$ cat config.mk
export PLATFORM = sky130hd
export DESIGN_NAME = seq_detector_param
export DESIGN_NICKNAME = d
export VERILOG_FILES = /design/src/rtl/seq_det_pkg.sv /design/src/rtl/sat_counter.sv /design/src/rtl/seq_detector_param.sv
export SDC_FILE = /design/constraint.sdc
export NUM_CORES = 1
export LEC_CHECK = 0
export CAP_MARGIN = 10
export CORE_ASPECT_RATIO = 1.25
export CORE_MARGIN = 2
export CORE_UTILIZATION = 57
export CTS_CLUSTER_DIAMETER = 150
export DETAILED_ROUTE_END_ITERATION = 7
export PLACE_DENSITY = 0.85
export SYNTH_ARGS = -nofsm -noshare
export SYNTH_HDL_FRONTEND = slang
export SYNTH_SLANG_ARGS = --single-unit
export TNS_END_PERCENT = 100
$ cat constraint.sdc
create_clock -name clk_i -period 6.55 [get_ports clk_i]
set_input_delay 1.31 -clock clk_i [delete_from_list [all_inputs] [get_ports clk_i]]
set_output_delay 1.31 -clock clk_i [all_outputs]
set_load 0.01 [all_outputs]
$ cat src/rtl/seq_det_pkg.sv
// Shared definitions for the parametrised serial sequence detector.
//   DEF_PATTERN_W / DEF_CNT_W : default maximum pattern length and match counter width
//   DEF_LEN_W                 : width of a pattern-length field for the default build
//   cfg_t                     : {pattern, len, overlap} for the default build
//   clamp_len()               : maps a requested length into 1..max_len
package seq_det_pkg;

  localparam int unsigned DEF_PATTERN_W = 8;
  localparam int unsigned DEF_CNT_W     = 16;
  localparam int unsigned DEF_LEN_W     = $clog2(DEF_PATTERN_W + 1);

  typedef struct packed {
    logic [DEF_PATTERN_W-1:0] pattern;
    logic [DEF_LEN_W-1:0]     len;
    logic                     overlap;
  } cfg_t;

  // A zero length would match on every cycle without consuming a bit, so it becomes 1.
  function automatic int unsigned clamp_len(input int unsigned len, input int unsigned max_len);
    if (len == 0) return 1;
    if (len > max_len) return max_len;
    return len;
  endfunction

endpackage

$ cat src/rtl/sat_counter.sv
// Saturating up-counter with synchronous clear.
//   clk_i   : clock
//   rst_i   : synchronous active-high reset, count -> 0
//   inc_i   : count up by one unless already all-ones
//   clr_i   : clear to zero; wins over inc_i
//   count_o : current count
module sat_counter #(
  parameter int unsigned CNT_W = 16
) (
  input  logic             clk_i,
  input  logic             rst_i,
  input  logic             inc_i,
  input  logic             clr_i,
  output logic [CNT_W-1:0] count_o
);

  logic [CNT_W-1:0] count_q, count_d;

  always_comb begin
    count_d = count_q;
    if (clr_i) begin
      count_d = '0;
    end else if (inc_i && (count_q != '1)) begin
      count_d = count_q + CNT_W'(1);
    end
  end

  always_ff @(posedge clk_i) begin
    if (rst_i) begin
      count_q <= '0;
    end else begin
      count_q <= count_d;
    end
  end

  assign count_o = count_q;

endmodule

$ cat src/rtl/seq_detector_param.sv
// Runtime-programmable serial bit-sequence detector (Mealy).
//   clk_i / rst_i    : clock, synchronous active-high reset
//   cfg_load_i       : load cfg_pattern_i / cfg_len_i / cfg_overlap_i; drops any concurrent bit
//   cfg_pattern_i    : pattern, bit [len-1] is the first bit received
//   cfg_len_i        : active length, clamped into 1..PATTERN_W
//   cfg_overlap_i    : 1 = overlapping detection, 0 = non-overlapping
//   in_valid_i       : in_bit_i carries a bit this cycle
//   in_bit_i         : serial data
//   cnt_clr_i        : clear match_count_o (wins over a concurrent match)
//   match_o          : combinational match on the final bit
//   match_q_o        : match_o delayed one cycle
//   match_count_o    : saturating number of matches
// Reset configuration (101, length 3, non-overlapping) behaves as the legacy fixed detector.
module seq_detector_param
  import seq_det_pkg::*;
#(
  parameter int unsigned          PATTERN_W   = DEF_PATTERN_W,
  parameter int unsigned          CNT_W       = DEF_CNT_W,
  parameter logic [PATTERN_W-1:0] RST_PATTERN = PATTERN_W'(8'b0000_0101),
  parameter int unsigned          RST_LEN     = 3,
  parameter bit                   RST_OVERLAP = 1'b0,
  localparam int unsigned         LEN_W       = $clog2(PATTERN_W + 1)
) (
  input  logic                 clk_i,
  input  logic                 rst_i,
  input  logic                 cfg_load_i,
  input  logic [PATTERN_W-1:0] cfg_pattern_i,
  input  logic [LEN_W-1:0]     cfg_len_i,
  input  logic                 cfg_overlap_i,
  input  logic                 in_valid_i,
  input  logic                 in_bit_i,
  input  logic                 cnt_clr_i,
  output logic                 match_o,
  output logic                 match_q_o,
  output logic [CNT_W-1:0]     match_count_o
);

  typedef struct packed {
    logic [PATTERN_W-1:0] pattern;
    logic [LEN_W-1:0]     len;
    logic                 overlap;
  } cfg_w_t;

  localparam cfg_w_t RstCfg = '{
    pattern: RST_PATTERN,
    len:     LEN_W'(clamp_len(RST_LEN, PATTERN_W)),
    overlap: RST_OVERLAP
  };

  cfg_w_t cfg_q, cfg_d;
  // Only the newest PATTERN_W-1 bits are kept; the oldest bit of a full-length window
  // is the incoming bit's predecessor chain and never needs storing beyond cand.
  logic [PATTERN_W-2:0] hist_q, hist_d;
  logic [LEN_W-1:0]     fill_q, fill_d;
  logic                 match_q;

  logic [PATTERN_W-1:0] cand;
  logic [PATTERN_W-1:0] len_mask;
  logic                 accept;
  logic                 fill_ok;
  logic                 pat_eq;
  logic                 match;

  assign accept = in_valid_i & ~cfg_load_i;
  assign cand   = {hist_q, in_bit_i};

  // When len == PATTERN_W the shift wraps to zero and the subtraction yields all-ones.
  assign len_mask = (PATTERN_W'(1) << cfg_q.len) - PATTERN_W'(1);
  assign fill_ok  = ({1'b0, fill_q} + (LEN_W + 1)'(1)) >= {1'b0, cfg_q.len};
  assign pat_eq   = ((cand ^ cfg_q.pattern) & len_mask) == '0;

  // State register
  always_ff @(posedge clk_i) begin
    if (rst_i) begin
      cfg_q   <= RstCfg;
      hist_q  <= '0;
      fill_q  <= '0;
      match_q <= 1'b0;
    end else begin
      cfg_q   <= cfg_d;
      hist_q  <= hist_d;
      fill_q  <= fill_d;
      match_q <= match;
    end
  end

  // Next state
  always_comb begin
    cfg_d  = cfg_q;
    hist_d = hist_q;
    fill_d = fill_q;
    if (cfg_load_i) begin
      cfg_d.pattern = cfg_pattern_i;
      cfg_d.len     = LEN_W'(clamp_len(32'(cfg_len_i), PATTERN_W));
      cfg_d.overlap = cfg_overlap_i;
      hist_d        = '0;
      fill_d        = '0;
    end else if (in_valid_i) begin
      hist_d = cand[PATTERN_W-2:0];
      if (match && !cfg_q.overlap) begin
        // Non-overlapping: the next match must be built from len fresh bits.
        fill_d = '0;
      end else if (fill_q != cfg_q.len) begin
        fill_d = fill_q + LEN_W'(1);
      end
    end
  end

  // Outputs
  always_comb begin
    match     = accept & ~rst_i & fill_ok & pat_eq;
    match_o   = match;
    match_q_o = match_q;
  end

  sat_counter #(
    .CNT_W (CNT_W)
  ) u_match_cnt (
    .clk_i   (clk_i),
    .rst_i   (rst_i),
    .inc_i   (match),
    .clr_i   (cnt_clr_i),
    .count_o (match_count_o)
  );

endmodule

Word level (Yosys, flattened, before mapping)

Index checks and enable logic that the tools add are counted.

Input bits: 19
Output and inout bits: 18
Logic and storage cells: 44
Register bits after elaboration: 41

Bitwise operators: 8
Muxes and demuxes: 11
Shift operators: 1
Add/subtract/negate cells: 4
$lt $le $gt $ge: 2
Equal/unequal tests: 2
Reduce and logical (&&, ||, !) cells: 9

Operators with widths:

| kind                    | count |
|---|---|
| $mux W4                 | 5 |
| $add A16 B1 Y16 const B | 1 |
| $ne A16 B16 Y1 const B  | 1 |
| $and A8 B8 Y8           | 1 |
| $logic_not A8 Y1        | 1 |
| $shl A1 B4 Y8 const A   | 1 |
| $sub A8 B2 Y8 const B   | 1 |
| $xor A8 B8 Y8           | 1 |
| $mux W1                 | 6 |
| $add A4 B1 Y5 const B   | 1 |
| $ge A5 B4 Y1            | 1 |
| $add A4 B1 Y4 const B   | 1 |
| $and A1 B1 Y1           | 4 |
| $gt A4 B4 Y1 const B    | 1 |
| $logic_not A4 Y1        | 1 |
| $ne A4 B4 Y1            | 1 |
| $reduce_or A2 Y1        | 2 |
| $logic_and A1 B1 Y1     | 2 |
| $not A1 Y1              | 2 |
| $reduce_and A2 Y1       | 1 |
| $reduce_bool A2 Y1      | 1 |
| $logic_not A1 Y1        | 1 |

Depth between registers and ports, before layout

Depth after elaboration: 8
Gate-level depth with buffers: 12
Gate-level depth less buffers: 10

By module

Synthesis repeated with hierarchy kept, for this count alone.

Cells, all modules: 251
Area total of the unflattened synthesis: 2268.4 sq um

By module, submodules not included:

| module             | times used | cells an instance | area each (sq um) | seq. area each (sq um) |
|---|---|---|---|---|
| seq_detector_param | 1          | 149               | 1351.3            | 500.5 |
| sat_counter        | 1          | 102               | 917.1             | 320.3 |

Worst setup path after synthesis

OpenSTA, ideal clock, no wires.

Path kind: input -> output
From: in cfg_load_i
To: out match_o
Cell stages on the path: 7
Required time: 5.240 ns
Arrival: 2.458 ns
Setup slack: 2.782 ns
Buffers on the path: 2
Cells stage by stage: clkbuf_1 -> nor2_1 -> nand2_1 -> nor4_2 -> and4bb_4 -> buf_4 -> and2_4

Cells in the longest elaborated chain, start to end: 5

Ends and longest elaborated chain:

| item                        | RTL line                  | RTL |
|---|---|---|
| start, declared             | seq_detector_param.sv:26  | `input logic cfg_load_i,` |
| $not A1 Y1                  | seq_detector_param.sv:64  | `assign accept = in_valid_i & ~cfg_load_i;` |
| $and A1 B1 Y1               | seq_detector_param.sv:64  |  |
| $and A1 B1 Y1 (3 in series) | seq_detector_param.sv:111 | `match = accept & ~rst_i & fill_ok & pat_eq;` |
| end, declared               | seq_detector_param.sv:33  | `output logic match_o,` |

No other way between the ends.

Final worst setup path

Ends and elaborated chain as after synthesis.

==> metrics.md <==
| Metric | Value |
|---|---|
| Post-cts sizing count | 0 |
| Fillcell total | 305 |
| WL/cell | 14.7 µm |
| Largest net degree at the start of global routing | 18 |
| Final setup vio count | 0 |
| Vias | 1,807 |
| Clock transition at the registers of the reported paths | about 0.080 ns |
| Critical path class | primary input to primary output |
| DRC | 0 |
| Fin nets | ~300 |
| GR Util All Layers | 22.9% |
| Area share of the largest cell type after synthesis | 38.1% |
| Total of max-cap violations | 0 |
| Row count | 25 |
| Worst Max-Slew Pin Slew | approximately 0.88 ns |
| Post-Syn Nets | 267 |
| Mapped cell area | roughly 2200 µm² |
| First-pass GRT wire length | between 7000 and 8000 µm |
| Clk Latency, worst-skew pair | 0.29 ns |
| Slew Viols, Final | 0 |
| Yosys warnings | 0 |
| Share of layout cells above drive strength 1 | 6.99% |
| Seq cells post-synth | 41 |
| Grt peak-use layer | met2 |
| Starting DRT DRC Count | roughly 110 |
| RSZ-0062 raised after global routing | no |
| Antenna Cells | 0 |
| Vias per cell | about 5.8 |
| Vias in the first global route | 1,680 |
| Min Tclk post-route | approximately 5 ns |
| Met2 global-route usage | 41.6% |
| Maximum vdd drop | 0.000158 V |
| Total grt overflow | 0 |
| Die Wd | 59.0 µm |
| Crit-path max FO | 16 |
| Cells after Synth | 241 |
| Final hold violations | 0 |
| WL final | 4590 µm |
| Dominant cell type by area after synthesis | dfxtp_1 |
| Setup TNS | 0 ns |
| Relative slew slack | about two fifths |
| IO Port Bufs | 36 |
| Final RePlAce weighted congestion | 0.842 |
| Hold-fix buffers, CTS | 0 |
| CTS sink cnt | slightly above 40 |
| Leakage power | 0.000977 µW |
| Avg Inst Size Synth | 8.95 µm² |
| HPWL after DPL | between 3000 and 4000 µm |
| Post-DRT Antenna Nets | 0 |
| PD cells | 202 nW/µm² |
| Yosys cell types | 46 |
| Critical path endpoint category | primary output |
| Critical Path RT | approximately 5.2 ns |
| Initial antenna violation count | 0 |
| Met3 usage | 5.85% |
| Setup Fix Bufs, Post-CTS | 0 |
| Detailed-router iteration count before antenna repair | 6 |
| H-tree depth | 2 |
| Status | completed |
| Final worst-path cycle share | around 78% |
| M1 GR Usage | 24.4% |
| Main area contributors after synthesis | dfxtp_1 (38%), mux2i_1 (7.9%), nor2_1 (6.8%), xnor2_1 (5.3%), xor2_1 (5.3%) |
| Core box area | 3690 µm² |
| Fmax | a little under 200 MHz |
| Initial Util | around three fifths |
| IO Pins | 37 |
| Die Height | 72.8 µm |
| Cts bufs inserted | 5 |
| Final hold slack | ~0.51 ns |
| Most common cell after layout, fill and taps aside | dfxtp_1 |
| CP Launch Type | primary input |
| TritonCTS clock tree | yes |
| Clk buf depth | 2 |
| Clock root buffer | clkbuf_8 |
| Die Area | 4290 µm² |
| Register area share after synthesis | 38.1% |
| Worst min-delay path category | flop to flop |
| Most frequent cells in the layout | dfxtp_1 (41), nor2_1 (39), clkdlybuf4s50_1 (36), mux2i_1 (17) |
| CP arrival | 3.78 ns |
| Layout Skew | roughly 0.0042 ns |
| Layout area overhead | 21.2% |
## final timing paths
kind | start | endpoint | slack [ns] | cells after the start
setup / recovery | cfg_load_i | match_o | 1.46 | 7
hold / removal | u_match_cnt.count_o[10] | u_match_cnt.count_o[10] | 0.51 | 2
setup reg to reg | cfg_q[4] | u_match_cnt.count_o[8] | 3.75 | 10
hold reg to reg | u_match_cnt.count_o[10] | u_match_cnt.count_o[10] | 0.51 | 2
## sequential cells by signal, summed over array words and instances, names as in the netlist
signal	flops
u_match_cnt.count_o	16
cfg_q	13
hist_q	7
fill_q	4
match_q_o	1
## per-layer routing
layer	vias up	routed length (µm)
li1	896	-
met1	865	1920
met3	7	189
met5	-	0
met2	39	2410
met4	0	74
## final cells by class
cell class / instances / area (µm²) / share of cell area (%)
Multi-Input combinational cell: 179 / 1230 / 47.3
Sequential cell: 41 / 821 / 31.4
Timing Repair Buffer: 36 / 360 / 13.8
Clock buffer: 7 / 86.3 / 3.30
Tap cell: 40 / 50.0 / 1.92
Clock inverter: 1 / 30.0 / 1.15
Inverter: 8 / 30.0 / 1.15
## cells in the mapped netlist (all sizes together)
cell / instances
a31oi: 1
dfxtp: 41
or2: 2
a311oi: 1
nor3: 5
a211o: 2
a21oi: 6
nand2: 9
buf: 6
nand3: 10
o41ai: 1
nor3b: 3
o211ai: 1
and3: 1
xnor2: 13
inv: 8
or3: 4
o22ai: 2
mux2i: 17
o21ai: 8
nor2b: 3
xor2: 13
nor4: 4
nor4b: 1
and2b: 1
and2: 4
a32oi: 1
clkbuf: 7
nor2: 39
ha: 7
o21bai: 4
a211oi: 1
nand2b: 1
a221o: 3
or4: 1
and4bb: 1
nand4: 9
## worst max-delay path, stage by stage
cell             delay (ns)
clkdlybuf4s50_1        0.80
nor2_1                 0.23
nand2_1                0.09
nor4_2                 0.27
and4bb_4               0.37
and2_4                 0.17
clkdlybuf4s50_1        0.52
## stage by stage
step / total power [µW] / area (µm²) / utilization [%] / instances / setup WS, ns
2_1_floorplan: 305 / 2160 / - / 241 / 2.78
3_3_place_gp: 321 / 2500 / 67.6 / 304 / 1.53
3_5_place_dp: 322 / 2500 / 67.6 / 304 / 1.49
4_1_cts: 529 / 2610 / 70.8 / 312 / 1.47
5_1_grt: 547 / 2610 / 70.8 / 312 / 1.35
6_report: 527 / 2610 / 70.8 / 312 / 1.46
## power breakdown
part | switching, µW | total [µW] | internal [µW] | leakage, µW
Combinational | 24.2 | 53.4 | 29.3 | 0.000585
Clock | 86.4 | 211 | 124 | 0.0000585
Sequential | 8.11 | 263 | 255 | 0.000333
Total | 119 | 527 | 408 | 0.000977
## cells by family (layout without fill, tap and decap cells)
| kind of cell | Yosys count | count (layout) | synth area share [%] |
|---|---|---|---|
| compound gates | 31 | 31 | 9.69 |
| xor+xnor | 26 | 26 | 10.6 |
| fa+ha+maj | 7 | 7 | 4.06 |
| buf+inv | 21 | 52 | 4.64 |
| flops | 41 | 41 | 38.1 |
| mux | 17 | 17 | 7.89 |
| simple gates | 98 | 98 | 25.1 |
Note: power is estimated with default switching activity, not from simulation.
==> variant (same flow settings) <==
Put a register stage on the output `match_count_o`. The value now appears one clock later. The other outputs are not delayed to match.
--- a/src/rtl/seq_detector_param.sv
+++ b/src/rtl/seq_detector_param.sv
@@ -48,2 +48,4 @@
   };
+
+  logic [CNT_W-1:0] match_count_d;
 
@@ -122,4 +124,8 @@
     .clr_i   (cnt_clr_i),
-    .count_o (match_count_o)
+    .count_o (match_count_d)
   );
+
+  always_ff @(posedge clk_i) begin
+    match_count_o <= match_count_d;
+  end
 
Formal check against the unedited RTL: not equivalent (a bounded check fails within 4 cycles, from zero or initial values and one cycle with rst_i high).
==> variant against the original RTL <==
Synthesized area increased by 17%; final area grew 18%; combinational power rose by 8.6%; core utilization grew 0.78 points; sequential power is 37% higher; total power up 43%; worst setup slack worse by 0.32 ns; wire length up 8.1%; sequential cell count is 16 higher; clock skew rose by 0.0018 ns; hold slack worse by 0.15 ns; critical endpoint unchanged; largest power group unchanged.
==> variant: results (changes against the original RTL) <==
Setup Skew: 0.00605 ns (was 0.00421 ns)
Distinct cells, synth: 49 (was 46)
worst hold endpoint: match_count_o[15]$_DFF_P_ (was u_match_cnt.count_o[10]$_SDFFE_PP0P_)
worst reg2reg path depth: 9 (was 10)
max incr delay on CP: 0.76 ns (was 0.80 ns)
reg2reg setup slack: 3.33 ns (was 3.75 ns)
WL met3: 221 um (was 189 um)
CP Data Arrival Time: 4.10 ns (was 3.78 ns)
Seq/Total Area, Yosys: 45.2% (was 38.1%)
pre-CTS WS: 1.14 ns (was 1.49 ns)
share of cells above drive strength 1: 7.92% (was 6.99%)
total number of vias: 2029 (was 1807)
GRT Resource Usage Total: 22.1% (was 22.9%)
worst flop-to-flop path endpoint: u_match_cnt.count_o[14]$_SDFFE_PP0P_ (was u_match_cnt.count_o[8]$_SDFFE_PP0P_)
CTS Buf Count: 9 (was 5)
cells after synthesis: 264 (was 241)
first-pass GRT wire length: 8.47 mm (was 7.46 mm)
status: completed (unchanged)
Int Power: 0.591 mW (was 0.408 mW)
peak supply drop: 0.222 mV (was 0.158 mV)
metal2 WL: 2.58 mm (was 2.41 mm)
DP HPWL: 3.66 mm (was 3.26 mm)
largest net degree at the start of global routing: 23 (was 18)
met1 Track Usage GR: 23.2% (was 24.4%)
cell count of the worst hold path: 0 (was 2)
total placed cells including tap cells: 345 (was 304)
combined area of the multi-input logic cells: 0.00126 mm^2 (was 0.00123 mm^2)
vias in the first global route: 1948 (was 1680)
Worst-Skew Late Latency: 0.33 ns (was 0.29 ns)
Initial DRT Pass Iterations: 5 (was 6)
leak pwr: 1.22 nW (was 0.977 nW)
fillcell total: 343 (was 305)
DRT Wirelength: 4.97 mm (was 4.59 mm)
Worst-Margin Slew: 0.790 ns (was 0.877 ns)
met2 global-route usage: 38.8% (was 41.6%)
FMAX: 185 MHz (was 196 MHz)
hold slack: 0.364 ns (was 0.511 ns)
Worst Path Max Fanout: 21 (was 16)
H-Tree Level Count: 3 (was 2)
M1 WL: 2.01 mm (was 1.92 mm)
Net Count, Synth: 290 (was 267)
Crit. Startpoint: in_valid_i (was cfg_load_i)
GPL Wtd Cong: 0.784 (was 0.842)
register clock-pin slew on the reported worst setup and hold paths: 0.06 ns (was 0.08 ns)
[variant: cell types whose count changed after synthesis, sizes merged, moves of 4 or more]
cell | before | now
dfxtp | 41 | 57
o31ai | 0 | 4
nor2 | 39 | 34
o41ai | 1 | 5
or4 | 1 | 5
o311ai | 0 | 4
o21ai | 8 | 4
and3 | 1 | 6
a21oi | 6 | 12
xor2 | 13 | 6
nand4 | 9 | 4
[variant: layout make-up]
cell class,count,area share [%]
tap,58,2.35
inverter,9,1.09
sequential,57,36.9
clock buffer,14,5.58
clock inverter,2,1.13
multi-input combinational,183,40.8
timing repair buffer,38,12.1
[variant: logic make-up after synthesis]
group                      count (synthesis)  share of synthesized area [%]
xor gates and xnor gates                  17                           5.89
AOI/OAI and AO/OA                         52                           15.0
muxes                                     17                           6.74
adders and majority gates                  7                           3.47
and+or+nand+nor                           90                           18.9
DFF                                       57                           45.2
buffers and inverters                     24                           4.80
